### config.mk
export PLATFORM = sky130hd
export DESIGN_NAME = mult_div_sequencer_flat
export DESIGN_NICKNAME = d
export VERILOG_FILES = /design/src/rtl/mult_div_sequencer_pkg.sv /design/src/rtl/mult_div_sequencer_if.sv /design/src/rtl/mult_div_sequencer_datapath.sv /design/src/rtl/mult_div_sequencer.sv /design/src/flat_wrapper.sv
export SDC_FILE = /design/constraint.sdc
export NUM_CORES = 1
export LEC_CHECK = 0
export ABC_CLOCK_PERIOD_IN_PS = 11500
export CORE_ASPECT_RATIO = 0.75
export CORE_UTILIZATION = 45
export CTS_BUF_LIST = sky130_fd_sc_hd__clkbuf_8
export DETAILED_ROUTE_END_ITERATION = 16
export PLACE_DENSITY_LB_ADDON = 0.08
export SLEW_MARGIN = 20
export SYNTH_ARGS = -nofsm -noshare
export SYNTH_HDL_FRONTEND = slang
export SYNTH_SLANG_ARGS = --single-unit
### constraint.sdc
create_clock -name clk -period 11.5 [get_ports clk]
set_clock_uncertainty 0.1 [all_clocks]
set_input_delay 2.3 -clock clk [delete_from_list [all_inputs] [get_ports clk]]
set_output_delay 2.3 -clock clk [all_outputs]
set_load 0.02 [all_outputs]
### src/rtl/mult_div_sequencer_pkg.sv
// -----------------------------------------------------------------------------
// md_pkg
//   Shared types and constants for the multicycle HI/LO unit
//   (mult_div_sequencer and its md_datapath).
//   Contents:
//     MD_WIDTH_DEFAULT  default operand width (32)
//     md_state_t        sequencer states IDLE, MULT_RUN, DIV_RUN, FIX, DONE
//     md_op_t           operation selector OP_MULT / OP_DIV
// -----------------------------------------------------------------------------
package md_pkg;

  localparam int MD_WIDTH_DEFAULT = 32;

  typedef enum logic [2:0] {
    IDLE,
    MULT_RUN,
    DIV_RUN,
    FIX,
    DONE
  } md_state_t;

  typedef enum logic {
    OP_MULT,
    OP_DIV
  } md_op_t;

endpackage

### src/rtl/mult_div_sequencer_if.sv
// -----------------------------------------------------------------------------
// mult_div_sequencer_if
//   Request/response bundle between the main control unit (master) and the
//   HI/LO unit (slave).
//   Signals:
//     mult_start, div_start  1-cycle start requests from the control unit
//     op_a, op_b             rs / rt operands, sampled on the accepted start
//     abort                  exception flush (present only with MD_ABORT_EN)
//     busy, done, div_zero   registered status from the HI/LO unit
//     hi_out, lo_out         HI and LO registers
//   Build option: define MD_ABORT_EN to add the abort signal.
// -----------------------------------------------------------------------------
interface mult_div_sequencer_if #(
  parameter int WIDTH = 32
);

  logic             mult_start;
  logic             div_start;
  logic [WIDTH-1:0] op_a;
  logic [WIDTH-1:0] op_b;
  logic             busy;
  logic             done;
  logic             div_zero;
  logic [WIDTH-1:0] hi_out;
  logic [WIDTH-1:0] lo_out;

`ifdef MD_ABORT_EN
  logic             abort;

  modport master (
    output mult_start, div_start, op_a, op_b, abort,
    input  busy, done, div_zero, hi_out, lo_out
  );

  modport slave (
    input  mult_start, div_start, op_a, op_b, abort,
    output busy, done, div_zero, hi_out, lo_out
  );
`else
  modport master (
    output mult_start, div_start, op_a, op_b,
    input  busy, done, div_zero, hi_out, lo_out
  );

  modport slave (
    input  mult_start, div_start, op_a, op_b,
    output busy, done, div_zero, hi_out, lo_out
  );
`endif

endinterface

### src/rtl/mult_div_sequencer_datapath.sv
// -----------------------------------------------------------------------------
// md_datapath
//   Unsigned magnitude engine for the HI/LO unit. Holds the second operand
//   magnitude and a 2*WIDTH shift accumulator, and shares one WIDTH+1 bit
//   adder between shift-add multiply and restoring divide.
//   Ports:
//     clk, reset   clock and synchronous active-high reset
//     load         capture a_mag into acc[WIDTH-1:0] (upper half cleared)
//                  and b_mag into the operand register
//     step         perform one iteration of op
//     op           OP_MULT or OP_DIV, stable while stepping
//     a_mag        multiplier / dividend magnitude
//     b_mag        multiplicand / divisor magnitude
//     acc          after WIDTH steps: product (MULT) or {remainder, quotient} (DIV)
// -----------------------------------------------------------------------------
module md_datapath
  import md_pkg::*;
#(
  parameter int WIDTH = MD_WIDTH_DEFAULT
) (
  input  logic               clk,
  input  logic               reset,
  input  logic               load,
  input  logic               step,
  input  md_op_t             op,
  input  logic [WIDTH-1:0]   a_mag,
  input  logic [WIDTH-1:0]   b_mag,
  output logic [2*WIDTH-1:0] acc
);

  logic [WIDTH-1:0]   b_q;
  logic [WIDTH:0]     add_x;
  logic [WIDTH:0]     add_y;
  logic [WIDTH:0]     add_cin;
  logic [WIDTH:0]     sum;
  logic [2*WIDTH-1:0] acc_next;

  // MULT: upper half plus (b if the current multiplier bit is set); the
  //   carry lands in bit WIDTH and is shifted back in below.
  // DIV: partial remainder shifted left by one (taking the next dividend bit)
  //   minus b, done as x + ~b + 1. sum[WIDTH] set means the trial went negative.
  assign add_x   = (op == OP_MULT) ? {1'b0, acc[2*WIDTH-1:WIDTH]} : acc[2*WIDTH-1:WIDTH-1];
  assign add_y   = (op == OP_MULT) ? (acc[0] ? {1'b0, b_q} : '0) : ~{1'b0, b_q};
  assign add_cin = {{WIDTH{1'b0}}, (op == OP_DIV)};
  assign sum     = add_x + add_y + add_cin;

  always_comb begin
    // NOTE: give every always_comb target a default first; a branch that
    // skips an assignment would otherwise infer a latch.
    acc_next = acc;
    if (op == OP_MULT) begin
      acc_next = {sum, acc[WIDTH-1:1]};
    end else if (!sum[WIDTH]) begin
      acc_next = {sum[WIDTH-1:0], acc[WIDTH-2:0], 1'b1};
    end else begin
      acc_next = {add_x[WIDTH-1:0], acc[WIDTH-2:0], 1'b0};
    end
  end

  always_ff @(posedge clk) begin
    // NOTE: registers use non-blocking assignments so every flop samples
    // pre-edge values regardless of statement order.
    if (reset) begin
      acc <= '0;
      b_q <= '0;
    end else if (load) begin
      acc <= {{WIDTH{1'b0}}, a_mag};
      b_q <= b_mag;
    end else if (step) begin
      acc <= acc_next;
    end
  end

endmodule

### src/rtl/mult_div_sequencer.sv
// -----------------------------------------------------------------------------
// mult_div_sequencer
//   Multicycle HI/LO unit for the MIPS core. Runs signed MULT and DIV one bit
//   per cycle on operand magnitudes, applies signs in FIX and writes HI/LO.
//   Owns the HI/LO registers read directly by MFHI/MFLO.
//   Ports:
//     clk    system clock, rising edge
//     reset  synchronous, active-high; also cancels an operation in flight
//     bus    mult_div_sequencer_if.slave:
//              mult_start/div_start, op_a/op_b in;
//              busy/done/div_zero, hi_out/lo_out out (all registered)
//   Build option: MD_ABORT_EN adds bus.abort, which returns an operation in
//   MULT_RUN/DIV_RUN/FIX to IDLE without done and without touching HI/LO.
//   Latency: start accepted at edge E0 -> busy for WIDTH+1 cycles -> done in
//   cycle E0+WIDTH+2. Divide by zero -> done with div_zero in cycle E0+1.
// -----------------------------------------------------------------------------
module mult_div_sequencer
  import md_pkg::*;
#(
  parameter int WIDTH = MD_WIDTH_DEFAULT
) (
  input logic                  clk,
  input logic                  reset,
  mult_div_sequencer_if.slave  bus
);

  localparam int CW = $clog2(WIDTH);

  md_state_t          state;
  md_op_t             op_q;
  logic [CW-1:0]      count;
  logic               neg_a;
  logic               neg_b;
  logic               busy_q;
  logic               done_q;
  logic               div_zero_q;
  logic [WIDTH-1:0]   hi_q;
  logic [WIDTH-1:0]   lo_q;

  logic               abort_req;
  logic               accept_mult;
  logic               accept_div;
  logic               div_by_zero;
  logic               load;
  logic               step;
  logic [WIDTH-1:0]   a_mag;
  logic [WIDTH-1:0]   b_mag;
  logic [2*WIDTH-1:0] acc;
  logic [2*WIDTH-1:0] product;
  logic [WIDTH-1:0]   quotient;
  logic [WIDTH-1:0]   remainder;

`ifdef MD_ABORT_EN
  assign abort_req = bus.abort;
`else
  assign abort_req = 1'b0;
`endif

  // MULT wins a simultaneous request; abort suppresses any start in IDLE.
  assign accept_mult = (state == IDLE) && !abort_req && bus.mult_start;
  assign accept_div  = (state == IDLE) && !abort_req && !bus.mult_start && bus.div_start;
  assign div_by_zero = (bus.op_b == '0);
  assign load        = accept_mult || (accept_div && !div_by_zero);
  assign step        = ((state == MULT_RUN) || (state == DIV_RUN)) && !abort_req;

  // The most negative value maps to itself, which is its correct unsigned magnitude.
  assign a_mag = bus.op_a[WIDTH-1] ? -bus.op_a : bus.op_a;
  assign b_mag = bus.op_b[WIDTH-1] ? -bus.op_b : bus.op_b;

  md_datapath #(
    .WIDTH (WIDTH)
  ) u_datapath (
    .clk   (clk),
    .reset (reset),
    .load  (load),
    .step  (step),
    .op    (op_q),
    .a_mag (a_mag),
    .b_mag (b_mag),
    .acc   (acc)
  );

  // Quotient truncates toward zero; remainder follows the dividend's sign.
  // 0x80000000 / -1 yields quotient magnitude 0x80000000 with positive sign,
  // which is left as 0x80000000.
  assign product   = (neg_a ^ neg_b) ? -acc : acc;
  assign quotient  = (neg_a ^ neg_b) ? -acc[WIDTH-1:0] : acc[WIDTH-1:0];
  assign remainder = neg_a ? -acc[2*WIDTH-1:WIDTH] : acc[2*WIDTH-1:WIDTH];

  always_ff @(posedge clk) begin
    if (reset) begin
      state      <= IDLE;
      op_q       <= OP_MULT;
      count      <= '0;
      neg_a      <= 1'b0;
      neg_b      <= 1'b0;
      busy_q     <= 1'b0;
      done_q     <= 1'b0;
      div_zero_q <= 1'b0;
      hi_q       <= '0;
      lo_q       <= '0;
    end else begin
      done_q     <= 1'b0;
      div_zero_q <= 1'b0;
      case (state)
        IDLE: begin
          if (load) begin
            state  <= accept_mult ? MULT_RUN : DIV_RUN;
            op_q   <= accept_mult ? OP_MULT : OP_DIV;
            count  <= CW'(WIDTH - 1);
            neg_a  <= bus.op_a[WIDTH-1];
            neg_b  <= bus.op_b[WIDTH-1];
            busy_q <= 1'b1;
          end else if (accept_div) begin
            state      <= DONE;
            done_q     <= 1'b1;
            div_zero_q <= 1'b1;
          end
        end
        MULT_RUN, DIV_RUN: begin
          if (abort_req) begin
            state  <= IDLE;
            busy_q <= 1'b0;
          end else if (count == '0) begin
            state <= FIX;
          end else begin
            count <= count - CW'(1);
          end
        end
        FIX: begin
          if (abort_req) begin
            state  <= IDLE;
            busy_q <= 1'b0;
          end else begin
            if (op_q == OP_MULT) begin
              hi_q <= product[2*WIDTH-1:WIDTH];
              lo_q <= product[WIDTH-1:0];
            end else begin
              hi_q <= remainder;
              lo_q <= quotient;
            end
            state  <= DONE;
            busy_q <= 1'b0;
            done_q <= 1'b1;
          end
        end
        DONE: begin
          state <= IDLE;
        end
        default: begin
          state  <= IDLE;
          busy_q <= 1'b0;
        end
      endcase
    end
  end

  assign bus.busy     = busy_q;
  assign bus.done     = done_q;
  assign bus.div_zero = div_zero_q;
  assign bus.hi_out   = hi_q;
  assign bus.lo_out   = lo_q;

endmodule
### src/flat_wrapper.sv
// flat-port wrapper written by rule: the top's interface ports become plain ports
module mult_div_sequencer_flat import md_pkg::*;
#(
  parameter int WIDTH = MD_WIDTH_DEFAULT
)
  (clk, reset, bus_mult_start, bus_div_start, bus_op_a, bus_op_b, bus_busy, bus_done, bus_div_zero, bus_hi_out, bus_lo_out);
  mult_div_sequencer_if #(.WIDTH(WIDTH)) bus_i ();
  input logic clk;
  input logic reset;
  input wire logic [$bits(bus_i.mult_start)-1:0] bus_mult_start;
  input wire logic [$bits(bus_i.div_start)-1:0] bus_div_start;
  input wire logic [$bits(bus_i.op_a)-1:0] bus_op_a;
  input wire logic [$bits(bus_i.op_b)-1:0] bus_op_b;
  output wire logic [$bits(bus_i.busy)-1:0] bus_busy;
  output wire logic [$bits(bus_i.done)-1:0] bus_done;
  output wire logic [$bits(bus_i.div_zero)-1:0] bus_div_zero;
  output wire logic [$bits(bus_i.hi_out)-1:0] bus_hi_out;
  output wire logic [$bits(bus_i.lo_out)-1:0] bus_lo_out;
  assign bus_i.mult_start = bus_mult_start;
  assign bus_i.div_start = bus_div_start;
  assign bus_i.op_a = bus_op_a;
  assign bus_i.op_b = bus_op_b;
  assign bus_busy = bus_i.busy;
  assign bus_done = bus_i.done;
  assign bus_div_zero = bus_i.div_zero;
  assign bus_hi_out = bus_i.hi_out;
  assign bus_lo_out = bus_i.lo_out;
  mult_div_sequencer #(.WIDTH(WIDTH)) u_core (.clk(clk), .reset(reset), .bus(bus_i));
endmodule
==> results_dict.tcl, run 1 <==
set metrics [dict create \
    num_rows 53 \
    timing.final.ws_setup_ns 5.54 \
    track_usage 0.288 \
    r2r_cells 13 \
    clockBufferDepth 2 \
    synth_top_area_share 0.270 \
    regArea_mm2 0.00349 \
    grt_pass1_vias 11300 \
    avgSynthCellArea_um2 7.59 \
    synth.most_common_cell "nand2_1" \
    first_pass_iters 5 \
    ys_types 80 \
    slew_headroom 0.290 \
    ios 135 \
    dr.first_iter.drc_count 1176 \
    synth-edff-count 0 \
    route.detailed.drc 0 \
    synth_cells 1702 \
    syn_to_final_growth_pct 14.3 \
    swShare 0.486 \
    cts_root_buf "clkbuf_8" \
    post_cts_buffers 0 \
    dp_hpwl_um 31900 \
    grt_remaining_overflow 0 \
    final_nets 1843 \
    cap_violations 0 \
    synth_top_area_cell "dfxtp_1" \
    die_y_um 149 \
    synthesis.nets 1809 \
    portBuffers 134 \
    switchingPower_mw 1.51 \
    synth_warnings 0 \
    seq_area_frac_synth 0.270 \
    vias 12700 \
    holdCritPathClass "register to register" \
    status "completed" \
    clk_pin_slew_ns 0.10 \
    timing.final.crit_share 0.518 \
    htree_levels 4 \
    power.leakage_nw 5.23 \
    hold_depth 2 \
    slew_viol_final 0 \
    start_util 0.459 \
    grt_max_degree 111 \
    viasPerCell 5.97 \
    path_max_fanout 63 \
    fillCellCount 2846 \
    ir_worst_vdd_uv 95.8 \
    die-area_mm2 0.0294 \
    cts_buffers 17 \
    finalPower_mw 3.10 \
    dieWidth_um 198 \
    path_class "register to register" \
    start_kind "register" \
    cts_resized 0 \
    synth_ff_type "dfxtp_1" \
    final_core_util 0.525 \
    cp.arrival_ns 6.25 \
    end_kind "register" \
    cts.sinks 174 \
    yosys-top-cells-count "nand2_1 (196), dfxtp_1 (174), nor2_1 (157)" \
    postCtsHoldBufs 0 \
    gp_congestion 0.928 \
    fmax_mhz 168 \
    setup_viol 0 \
    seq_power_share 0.322 \
    netlist_top_cells_area "dfxtp_1 (27%), a211oi_1 (6.2%), nand2_1 (5.7%)" \
    post_drt_wl_per_cell_um 19.8 \
    multi_input_area_mm2 0.00879 \
    clk_latency_ns 0.49 \
    worstPathRequired_ns 11.79 \
    syn_area_mm2 0.0129 \
    hold_viol_final 0 \
    p_comb_frac 0.529 \
    ant_nets 0 \
    preCtsSetupSlack_ns 5.25 \
    rsz0062_at_grt "false" \
    grt_pass1_wl_um 65600 \
    drive_above_1_share 0.0658 \
    antenna_found_initial 0 \
    yosys_register_bits 174 \
    period_needed_ns 5.96 \
    setup-tns-final_ns 0 \
    power_density_mw_per_mm2 210 \
    core-area_mm2 0.0281 \
    diodes 0 \
    pwr-share-clk 0.149 \
    p_int_mw 1.59 \
    synth_async_sr_flop_share 0 \
    cts_tree "yes" \
    worst_pin_slew_ns 1.07 \
    totalWireLength_um 42300 \
]
## critical path: stages (launching register included)
cell,delay [ns]
dfxtp_4,0.89
buf_4,0.69
clkinv_1,0.26
buf_4,0.39
o21ai_0,0.55
ha_1,0.41
a21oi_1,0.44
o211ai_1,0.19
a21boi_0,0.25
o211ai_1,0.21
a21o_1,0.25
nand2_1,0.62
a21oi_1,0.22
a2111oi_2,0.35
## layer usage
layer	share of wire	up-vias	routed length, µm	GRT usage
li1	-	6319	-	-
met1	0.53	5905	22400	0.473
met2	0.38	498	16000	0.372
met3	0.083	27	3510	0.0605
met4	0.0076	0	323	0.0488
met5	0	-	0	0
## stage by stage
stage | cell area (µm²) | std cells | hold WS, ns
6_report | 14800 | 2134 | 0.359
5_1_grt | 14800 | 2134 | 0.384
4_1_cts | 14800 | 2134 | 0.359
3_5_place_dp | 14300 | 2102 | 0.346
3_3_place_gp | 14300 | 2102 | 0.340
2_1_floorplan | 12900 | 1702 | 0.342
## worst paths after layout
| kind | start | end | slack (ns) |
|---|---|---|---|
| max reg2reg | u_core.op_q | u_core.u_datapath.acc[0] | 5.54 |
| max | u_core.op_q | u_core.u_datapath.acc[0] | 5.54 |
| min | u_core.bus.hi_out[20] | u_core.bus.hi_out[20] | 0.36 |
| min reg2reg | u_core.bus.hi_out[20] | u_core.bus.hi_out[20] | 0.36 |
## cell families (layout without fill, tap and decap cells)
family | count (synthesis) | after routing | share of synthesized area
xor gates and xnor gates | 141 | 141 | 0.0956
and+or+nand+nor | 576 | 576 | 0.213
AOI/OAI and AO/OA | 538 | 538 | 0.276
muxes | 67 | 67 | 0.0547
buffers and inverters | 167 | 214 | 0.0515
adders and majority gates | 39 | 39 | 0.0389
DFF | 174 | 174 | 0.270
## placed cells by master (no fill, tap or decap), types with 37 or more instances in the layout
cell / count
nand3_1: 38
clkdlybuf4s50_1: 133
a21oi_1: 111
a211oi_1: 106
mux2i_1: 38
nand2_1: 196
o21ai_0: 111
ha_1: 37
nor2_1: 154
nor3_1: 40
xnor2_1: 68
xor2_1: 73
dfxtp_1: 173
## power groups by stage
stage                     Combinational (mW)  Sequential [mW]  Clock, mW
after floorplan                         1.22            0.896          0
after global placement                  1.60            0.993          0
after detailed placement                1.61            0.998          0
after CTS                               1.62            0.984      0.471
after global routing                    1.81             1.01      0.496
final                                   1.64            0.996      0.461
## sequential cells by signal, indices dropped and copies added, names as in the netlist
register	cells
u_core.op_q	1
u_core.neg_a	1
u_core.u_datapath.b_q	32
u_core.bus.lo_out	32
u_core.bus.hi_out	32
u_core.state	3
u_core.count	5
u_core.bus.div_zero	1
u_core.bus.done	1
u_core.neg_b	1
u_core.bus.busy	1
u_core.u_datapath.acc	64
## layout make-up
type,count,share of cell area
sequential,174,0.236
multi-input combinational,1361,0.596
tap,385,0.0326
clock inverter,13,0.0103
timing repair buffer,151,0.0993
clock buffer,19,0.0177
inverter,31,0.00788
(Power assumes the default switching activity.)
==> inputs of run 2 (changes only) <==
--- a/config.mk
+++ b/config.mk
@@ -5,7 +5,7 @@
 export SDC_FILE = /design/constraint.sdc
 export NUM_CORES = 1
 export LEC_CHECK = 0
-export ABC_CLOCK_PERIOD_IN_PS = 11500
+export ABC_CLOCK_PERIOD_IN_PS = 5220
 export CORE_ASPECT_RATIO = 0.75
 export CORE_UTILIZATION = 45
 export CTS_BUF_LIST = sky130_fd_sc_hd__clkbuf_8
==> constraint.sdc (replaced) <==
create_clock -name clk -period 5.22 [get_ports clk]
set_clock_uncertainty 0.1 [all_clocks]
set_input_delay 1.044 -clock clk [delete_from_list [all_inputs] [get_ports clk]]
set_output_delay 1.044 -clock clk [all_outputs]
set_load 0.02 [all_outputs]
==> results_dict.tcl, run 2 (synthesis gave the netlist of run 1 again) <==
set metrics [dict create \
    status "completed" \
    gp_congestion 0.933 \
    viasPerCell 6.05 \
    largest-register "u_core.u_datapath.acc" \
    ios 135 \
    r2r_cells 13 \
    dieWidth_um 198 \
    hold_depth 2 \
    placed_area_mm2 0.0144 \
    pwr-share-clk 0.147 \
    cts_resized 0 \
    grt_pass1_vias 11200 \
    slew_viol_final 0 \
    power_density_mw_per_mm2 461 \
    core-area_mm2 0.0281 \
    switchingPower_mw 3.31 \
    die-area_mm2 0.0294 \
    post_cts_buffers 0 \
    timing.final.ws_setup_ns 0.461 \
    period_needed_ns 4.76 \
    largest_register_ffs 64 \
    grt_max_degree 113 \
    cts_buffers 17 \
    setup_viol 0 \
    finalPower_mw 6.84 \
    preCtsSetupSlack_ns 0.261 \
    timing.hold.ws_ns 0.361 \
    worst_pin_slew_ns 1.07 \
    holdCritPathClass "register to register" \
    htree_levels 4 \
    rsz0062_at_grt "false" \
    clockBufferDepth 2 \
    seq_power_share 0.317 \
    final_nets 1851 \
    final_core_util 0.527 \
    cap_violations 0 \
    cts_tree "yes" \
    end_kind "register" \
    path_max_fanout 28 \
    final_common_cell "nand2_1" \
    final_cell_mix "nand2_1 (196), dfxtp_1 (173), nor2_1 (155)" \
    post_drt_wl_per_cell_um 19.6 \
    track_usage 0.280 \
    cts_root_buf "clkbuf_8" \
    hold_viol_final 0 \
    p_comb_frac 0.536 \
    fmax_mhz 210 \
    syn_to_final_growth_pct 14.8 \
    first_pass_iters 6 \
    ir_worst_vdd_uv 235 \
    grt_remaining_overflow 0 \
    portBuffers 134 \
    finalNonFillerCells 2141 \
    path_class "register to register" \
    timing.final.crit_share 0.912 \
    start_util 0.459 \
    grt_pass1_wl_um 64400 \
    cts.sinks 174 \
    postCtsHoldBufs 0 \
    num_rows 53 \
    totalWireLength_um 41900 \
    swShare 0.484 \
    ant_nets 0 \
    p_int_mw 3.53 \
    setup-tns-final_ns 0 \
    worstPathRequired_ns 5.48 \
    finish.instance_area_mm2 0.0148 \
    clk_pin_slew_ns 0.11 \
    vias 12900 \
    cp.arrival_ns 5.02 \
    start_kind "register" \
    power.leakage_nw 5.27 \
    clk_latency_ns 0.48 \
    antenna_found_initial 0 \
    slew_headroom 0.290 \
    route.detailed.drc 0 \
    place_inst 2110 \
    dr.first_iter.drc_count 1324 \
    die_y_um 149 \
    drive_above_1_share 0.0689 \
    diodes 0 \
    dp_hpwl_um 31500 \
]
[run 2: changes by cell type in the layout (fill, tap and decap cells not counted), moves of 2 or more]
cell | before | now
buf_4 | 18 | 24
inv_6 | 2 | 4
buf_12 | 0 | 2
inv_8 | 3 | 1
clkinv_4 | 3 | 0
[run 2: routing by layer]
layer / track usage / vias to the layer above / wire length (µm)
met5: 0 / - / 0
met4: 0.0516 / 0 / 439
met3: 0.0528 / 43 / 3780
met2: 0.365 / 571 / 15900
met1: 0.460 / 5998 / 21900
li1: - / 6336 / -
[run 2: worst paths after layout]
path	start	to	slack, ns
worst min register to register	u_core.bus.hi_out[4]	u_core.bus.hi_out[4]	0.36
worst max-delay path	u_core.op_q	u_core.u_datapath.acc[44]	0.46
worst min-delay path	u_core.bus.hi_out[4]	u_core.bus.hi_out[4]	0.36
worst max register to register	u_core.op_q	u_core.u_datapath.acc[44]	0.46
[run 2: area by class of cell]
class,instances,area (µm²)
inverter,31,116
clock buffer,19,262
tap,385,482
clock inverter,12,134
multi-input combinational,1361,8800
timing repair buffer,159,1550
sequential,174,3490
fill,2789,13300
[run 2: power by group through the flow]
| stage | registers [mW] | clock network [mW] | logic, mW |
|---|---|---|---|
| detailed placement | 2.18 | 0 | 3.60 |
| CTS | 2.15 | 1.02 | 3.62 |
| finish | 2.17 | 1.00 | 3.67 |
| global route | 2.21 | 1.07 | 4.01 |
| floorplan | 1.97 | 0 | 2.69 |
| global placement | 2.17 | 0 | 3.54 |
[run 2: worst max-delay path: stages (launching register included)]
cell	delay, ns
dfxtp_4	0.58
clkinv_1	0.30
buf_4	0.28
o21ai_0	0.47
ha_1	0.40
nand2_1	0.13
or4b_2	0.64
o21ai_1	0.26
o211ai_1	0.24
a21o_1	0.26
nand2_1	0.34
buf_4	0.28
mux2i_1	0.21
o221ai_1	0.13
